`src/rtl/ct_idu_rf_prf_preg_freelist.sv`:
```
// Integer PRF free list: 2-wide allocate, 2-wide release, with speculative and committed heads for flush recovery.
// Optional build macro PRF_FREELIST_GATED_CLK_EN clocks the entry array through a gated_clk_cell.
module ct_idu_rf_prf_preg_freelist #(
    parameter int PREG_NUM = 96,
    parameter int ARCH_NUM = 32,
    parameter int PREG_W   = 7,
    parameter int DEPTH    = PREG_NUM - ARCH_NUM,
    localparam int PTR_W   = $clog2(DEPTH),
    localparam int CNT_W   = PTR_W + 1
) (
    input  logic              forever_cpuclk,
    input  logic              cpurst,
    input  logic [1:0]        rn_alloc_req,
    output logic              fl_alloc_gnt,
    output logic [PREG_W-1:0] fl_alloc_preg0,
    output logic [PREG_W-1:0] fl_alloc_preg1,
    input  logic [1:0]        rtu_commit_num,
    input  logic [1:0]        rtu_release_vld,
    input  logic [PREG_W-1:0] rtu_release_preg0,
    input  logic [PREG_W-1:0] rtu_release_preg1,
    input  logic              rtu_flush,
    output logic [CNT_W-1:0]  fl_spec_cnt,
    output logic              fl_empty,
    input  logic              cp0_idu_icg_en,
    input  logic              cp0_yy_clk_en,
    input  logic              pad_yy_icg_scan_en
);

    localparam int PTR_W1 = PTR_W + 1;
    localparam int CNT_W1 = CNT_W + 1;
    localparam logic [PTR_W:0] DEPTH_PTR = PTR_W1'(DEPTH);

    logic [PREG_W-1:0] array [DEPTH];
    logic [PTR_W-1:0]  spec_head;
    logic [PTR_W-1:0]  commit_head;
    logic [PTR_W-1:0]  tail;
    logic [CNT_W-1:0]  spec_cnt;
    logic [CNT_W-1:0]  commit_cnt;

    logic [PTR_W-1:0]  spec_head_nxt;
    logic [PTR_W-1:0]  commit_head_nxt;
    logic [PTR_W-1:0]  tail_nxt;
    logic [PTR_W-1:0]  spec_head_p1;
    logic [PTR_W-1:0]  tail_p1;
    logic [CNT_W-1:0]  spec_cnt_nxt;
    logic [CNT_W-1:0]  commit_cnt_nxt;
    logic [1:0]        n_req;
    logic [1:0]        n_rel;
    logic [1:0]        n_alloc;
    logic              array_clk;

    // Pointer increment by 0..2 with explicit wrap; DEPTH need not be a power of two.
    function automatic logic [PTR_W-1:0] ptr_add(input logic [PTR_W-1:0] ptr, input logic [1:0] n);
        logic [PTR_W:0] sum;
        sum = {1'b0, ptr} + PTR_W1'(n);
        if (sum >= DEPTH_PTR)
            sum = sum - DEPTH_PTR;
        return sum[PTR_W-1:0];
    endfunction

    assign n_req   = {1'b0, rn_alloc_req[1]} + {1'b0, rn_alloc_req[0]};
    assign n_rel   = {1'b0, rtu_release_vld[1]} + {1'b0, rtu_release_vld[0]};

    // All-or-nothing grant; a flush cycle never allocates.
    assign fl_alloc_gnt = (n_req != 2'd0) && (spec_cnt >= CNT_W'(n_req)) && !rtu_flush;
    assign n_alloc      = fl_alloc_gnt ? n_req : 2'd0;

    assign spec_head_p1    = ptr_add(spec_head, 2'd1);
    assign tail_p1         = ptr_add(tail, 2'd1);
    assign commit_head_nxt = ptr_add(commit_head, rtu_commit_num);
    assign tail_nxt        = ptr_add(tail, n_rel);
    assign commit_cnt_nxt  = commit_cnt - CNT_W'(rtu_commit_num) + CNT_W'(n_rel);

    // Flush rewinds speculation to the committed view after this cycle's commit and release.
    always_comb begin
        spec_head_nxt = ptr_add(spec_head, n_alloc);
        spec_cnt_nxt  = spec_cnt - CNT_W'(n_alloc) + CNT_W'(n_rel);
        if (rtu_flush) begin
            spec_head_nxt = commit_head_nxt;
            spec_cnt_nxt  = commit_cnt_nxt;
        end
    end

    always_ff @(posedge forever_cpuclk or posedge cpurst) begin
        if (cpurst) begin
            spec_head   <= '0;
            commit_head <= '0;
            tail        <= '0;
            spec_cnt    <= CNT_W'(DEPTH);
            commit_cnt  <= CNT_W'(DEPTH);
        end else begin
            spec_head   <= spec_head_nxt;
            commit_head <= commit_head_nxt;
            tail        <= tail_nxt;
            spec_cnt    <= spec_cnt_nxt;
            commit_cnt  <= commit_cnt_nxt;
        end
    end

`ifdef PRF_FREELIST_GATED_CLK_EN
    gated_clk_cell x_array_gated_clk (
        .clk_in             (forever_cpuclk),
        .global_en          (cp0_yy_clk_en),
        .module_en          (cp0_idu_icg_en),
        .local_en           (|rtu_release_vld),
        .external_en        (1'b0),
        .pad_yy_icg_scan_en (pad_yy_icg_scan_en),
        .clk_out            (array_clk)
    );
`else
    logic unused_icg;
    assign array_clk  = forever_cpuclk;
    assign unused_icg = ^{cp0_idu_icg_en, cp0_yy_clk_en, pad_yy_icg_scan_en};
`endif

    // No bypass: released pregs land in the array and are visible from the next cycle.
    always_ff @(posedge array_clk or posedge cpurst) begin
        if (cpurst) begin
            for (int i = 0; i < DEPTH; i++)
                array[i] <= PREG_W'(ARCH_NUM + i);
        end else begin
            if (rtu_release_vld[0])
                array[tail] <= rtu_release_preg0;
            if (rtu_release_vld[1])
                array[tail_p1] <= rtu_release_preg1;
        end
    end

    assign fl_alloc_preg0 = array[spec_head];
    assign fl_alloc_preg1 = array[spec_head_p1];
    assign fl_spec_cnt    = spec_cnt;
    assign fl_empty       = (spec_cnt == '0);

    a_commit_legal: assert property (@(posedge forever_cpuclk) disable iff (cpurst)
        CNT_W'(rtu_commit_num) <= (commit_cnt - spec_cnt));

    a_release_legal: assert property (@(posedge forever_cpuclk) disable iff (cpurst)
        (CNT_W1'(commit_cnt) + CNT_W1'(n_rel)) <= CNT_W1'(DEPTH));

endmodule

```
`config.mk`:
```
export PLATFORM = sky130hd
export DESIGN_NAME = ct_idu_rf_prf_preg_freelist
export DESIGN_NICKNAME = d
export VERILOG_FILES = /design/src/rtl/ct_idu_rf_prf_preg_freelist.sv
export SDC_FILE = /design/constraint.sdc
export NUM_CORES = 2
export LEC_CHECK = 0
export CAP_MARGIN = 20
export CORE_MARGIN = 1
export CORE_UTILIZATION = 58
export DETAILED_ROUTE_END_ITERATION = 8
export PLACE_DENSITY = 0.75
export SYNTH_ARGS = -nofsm -noshare
export SYNTH_HDL_FRONTEND = slang
export SYNTH_SLANG_ARGS = --single-unit
```
`constraint.sdc`:
```
create_clock -name forever_cpuclk -period 19.6 [get_ports forever_cpuclk]
set_input_delay 5.88 -clock forever_cpuclk [delete_from_list [all_inputs] [get_ports forever_cpuclk]]
set_output_delay 5.88 -clock forever_cpuclk [all_outputs]
set_load 0.05 [all_outputs]
```
# Yosys cells after proc, flatten, opt, wreduce, memory -nomap -nowiden
# Index checks and enable logic that the tools add are counted.
# word_totals
reg_bits	480
output_inout_bits	23
in_bits	26
# classes
muxes	22
magnitude_cmp	12
reduce_logical	7
bitwise_logic	4
add_sub_neg	16
# ops
cell	count
$bwmux 448	2
$mux 448	2
$bmux 7 s6	2
$demux 7 s6	2
$ge 7x7->1 const B	9
$mux 7	7
$mux 6	6
$sub 6x1->6 const B	5
$not 6->7	4
$add 6x2->7	3
$add 6x1->7 const B	2
$add 7x2->7	2
$lt 7x1->1 const B	2
$sub 7x2->7	2
$ge 7x2->1	1
$logic_not 7->1	1
$add 1x1->2	2
$logic_and 1x1->1	4
$mux 2	1
$reduce_bool 2->1	1
$logic_not 1->1	1

# Depth between registers and ports, before layout
# depth
depth_word	10
depth_mapped	20

# Worst setup path before layout
# No wires, ideal clock.
# synth_timing
path_kind	input to output
startpoint	in rn_alloc_req[0]
endpoint	out fl_alloc_gnt
slack_ns	5.947
path_stages	7
t_arrival_ns	7.773
path_buffers	0
cell_sequence	inv_1 -> ha_1 -> ha_1 -> nand2_1 -> o21ai_0 -> a21oi_1 -> nor3_1
# synth_via
elab_chain_len	4
word_cells_on_any_way	5
classes_between	add/sub (1); order compare (1); reduce/logical (3)
# synth_rtl
element	line_no	rtl
from (decl)	13	input logic [1:0] rn_alloc_req,
$add 1x1->2 (*)	61	assign n_req = {1'b0, rn_alloc_req[1]} + {1'b0, rn_alloc_req[0]};
$ge 7x2->1 or $reduce_bool 2->1 (tied branches)	65	assign fl_alloc_gnt = (n_req != 2'd0) && (spec_cnt >= CNT_W'(n_req)) && !rtu_flush;
$logic_and 1x1->1 (*) (2 in series)	65	
to (decl)	14	output logic fl_alloc_gnt,
# Mark *: on every way between the ends. The rest lies on a longest branch, timed or not.

# Worst setup path in the final report
# Same ends and word-level chain as after synthesis.

==> results.tsv <==
metric	value	unit
status	finished, violations left	
failing checks	DRC	
crit path cell chain	clkdlybuf4s50_1, inv_1, ha_1, ha_1, nand2_1, o21ai_0, a21oi_1, nor3_1, clkdlybuf4s50_1	
Non-Filler Instances	3478	
vias	24000	
die height	234	um
largest net degree at the start of global routing	176	
CP max stage delay	0.89	ns
Peak Freq	0.0702	GHz
root buf cell	clkbuf_16	
number of global-route vias before repair	23700	
DRT Pass-1 Iters	8	
Wirelength per Cell	26.9	um
Port Buffers	45	
crit path time final	14.24	ns
clock sink total	480	
antenna violations before repair	2	
Final Hold Viols	0	
Post-CTS Hold Buffers	0	
vias per cell	6.91	
WP data required	13.72	ns
initial core utilization	58.9	%
crit path launch type	input port	
Clock Skew	0.0202	ns
data arrival time of the critical path	8.36	ns
GR Overflow Total	0	
Nets	2812	
number of synthesized flops with an enable pin	0	
die area	54600	um2
Main synth FF type	dfrtp_1	
Skew-Pair Late Insertion Delay	0.64	ns
area of the core	52900	um2
worst vdd ir	0.000172	V
FFs w/ async S/R, synth	100	%
Yosys cell types	63	
CTS resizes	0	
flip-flop and latch count after synthesis	480	
leak pwr	14.0	nW
post-synthesis cell area	31200	um2
synth warn	0	
post-CTS setup buffers	0	
cts bufs inserted	54	
I/O pins	49	
Slew headroom	22.7	%
n_diodes	0	
cell count after placement	3376	
GRT Util Overall	34.8	%
syn_nets	2922	
Power Density	196	nW/um2
Clock Tree Buf Depth	3	
residual DRC count	8	
Clock transition at path regs	0.06	ns
GPL Wtd Cong	1.01	
Worst Path Max Fanout	2	
Tcrit/Tclk final	72.7	%
Area after DPL	31700	um2
Syn Area/Cell	10.9	um2
# setup viols final	0	
Layout area overhead	7.52	%
setup_tns	0	ns
Max Cap Viol	0	
post-route ant nets	0	
share of cells above drive strength 1	25.3	%
design area	33500	um2
Hold Crit Class	flip-flop to flip-flop	
first-pass GRT wire length	143000	um
Initial DRC Count	2837	
Seq/Total Area, Yosys	39.5	%
Synth area leaders	dfrtp_1 (20%), mux4_2 (19%), dfstp_2 (19%)	
row count	84	
Design Power	0.00655	W
Worst Tran Pin Value	1.15	ns
Critical-path top delay cell	clkdlybuf4s50_1	
die width	234	um
dpl hpwl	59800	um
cell count after synthesis	2856	
htree depth	2	
RSZ-0062 raised after global routing	no	
TritonCTS clock tree	done	
CP Capture Type	output pin	
area share of the largest cell type after synthesis	20.4	%
max-slew violations	0	
crit path kind	input port to output pin	
area leader, netlist	dfrtp_1	
total wire length	93500	um
## where the power goes
part           total (W)  leakage [nW]  internal [W]  switching, W
Clock            0.00101         0.878      0.000585      0.000426
Combinational    0.00350          7.52       0.00163       0.00187
Sequential       0.00204          5.58       0.00160      0.000443
## cell families (layout without fill, tap and decap cells)
kind of cell | Yosys count | after routing | synth area share [%]
fa+ha+maj | 40 | 40 | 1.78
simple gates | 736 | 736 | 10.2
buf+inv | 310 | 244 | 4.25
compound gates | 525 | 525 | 8.89
xor+xnor | 29 | 29 | 0.839
flops | 480 | 480 | 39.5
mux | 736 | 736 | 34.6
## worst max-delay path: cells and delay by family
| family | cells | cell delay, ns |
|---|---|---|
| buf+inv | 3 | 1.43 |
| fa+ha+maj | 2 | 0.57 |
| simple gates | 2 | 0.26 |
| compound gates | 2 | 0.23 |
## routing by layer
layer  part of all wire, %  wire, um  track usage (%)
met1                    37     34800             47.0
met2                    45     42500             53.1
met3                    12     11500             9.20
met4                   5.0      4650             15.2
met5                 0.029        27                0
## placed cells by master (no fill, tap or decap), types with 8 or more instances in the layout
| cell type | instances |
|---|---|
| buf_4 | 49 |
| clkbuf_16 | 57 |
| nor2_1 | 293 |
| nand2_1 | 287 |
| xor2_1 | 11 |
| clkbuf_1 | 14 |
| xnor2_1 | 16 |
| inv_1 | 43 |
| nand2_2 | 14 |
| and2_1 | 8 |
| clkinv_2 | 13 |
| a22oi_1 | 20 |
| nand3_1 | 35 |
| mux2i_1 | 461 |
| nor3_1 | 22 |
| nor2b_1 | 12 |
| clkdlybuf4s50_1 | 31 |
| ha_1 | 32 |
| dfstp_2 | 226 |
| buf_2 | 15 |
| mux4_2 | 265 |
| clkbuf_8 | 15 |
| nor2_2 | 23 |
| dfrtp_1 | 250 |
| a21oi_1 | 265 |
| nand2b_1 | 15 |
| o21ai_0 | 209 |
## Yosys cell counts, types with 23 or more instances
| cell type | number |
|---|---|
| clkbuf_1 | 172 |
| mux4_2 | 265 |
| inv_1 | 44 |
| nor2_1 | 293 |
| dfrtp_1 | 254 |
| mux2i_1 | 461 |
| dfstp_2 | 226 |
| a21oi_1 | 265 |
| buf_2 | 53 |
| nand2_1 | 287 |
| nor2_2 | 23 |
| ha_1 | 33 |
| o21ai_0 | 209 |
| nand3_1 | 35 |
## final timing paths
| path | start | to | slack [ns] | depth (start not counted) |
|---|---|---|---|---|
| worst min-delay path | commit_head[5]$_DFF_PP0_ | commit_head[5]$_DFF_PP0_ | 0.46 | 1 |
| worst min register to register | commit_head[5]$_DFF_PP0_ | commit_head[5]$_DFF_PP0_ | 0.46 | 1 |
| max in group asynchronous | cpurst | array[386]$_DFF_PP0_ | 11.62 | 4 |
| worst max-delay path | rn_alloc_req[0] | fl_alloc_gnt | 5.36 | 9 |
| min in group asynchronous | cpurst | fl_spec_cnt[2]$_DFF_PP0_ | 5.74 | 2 |
| worst max register to register | fl_spec_cnt[1]$_DFF_PP0_ | fl_spec_cnt[5]$_DFF_PP0_ | 15.57 | 15 |
## cell type report
class / count / area, um2
well taps: 688 / 861
clock buffers: 86 / 1690
flip-flops and latches: 480 / 12300
repair buffers: 99 / 821
multi-input cells: 2066 / 17600
inverters: 45 / 176
fillers: 4002 / 19400
clock inverters: 14 / 72.6
## registers in the layout, indices dropped and copies added, names as in the netlist
| register | cells |
|---|---|
| array | 448 |
| commit_cnt | 7 |
| commit_head | 6 |
| fl_spec_cnt | 7 |
| spec_head | 6 |
| tail | 6 |
## metrics by stage
step / hold slack, ns / worst slack [ns] / utilization, %
floorplan: 0.436 / 0.701 / -
global placement: 0.450 / 5.36 / 60.0
detailed placement: 0.451 / 5.38 / 60.0
CTS: 0.460 / 5.37 / 63.3
global route: 0.478 / 5.15 / 63.4
finish: 0.460 / 5.36 / 63.4
(Power assumes the default switching activity.)
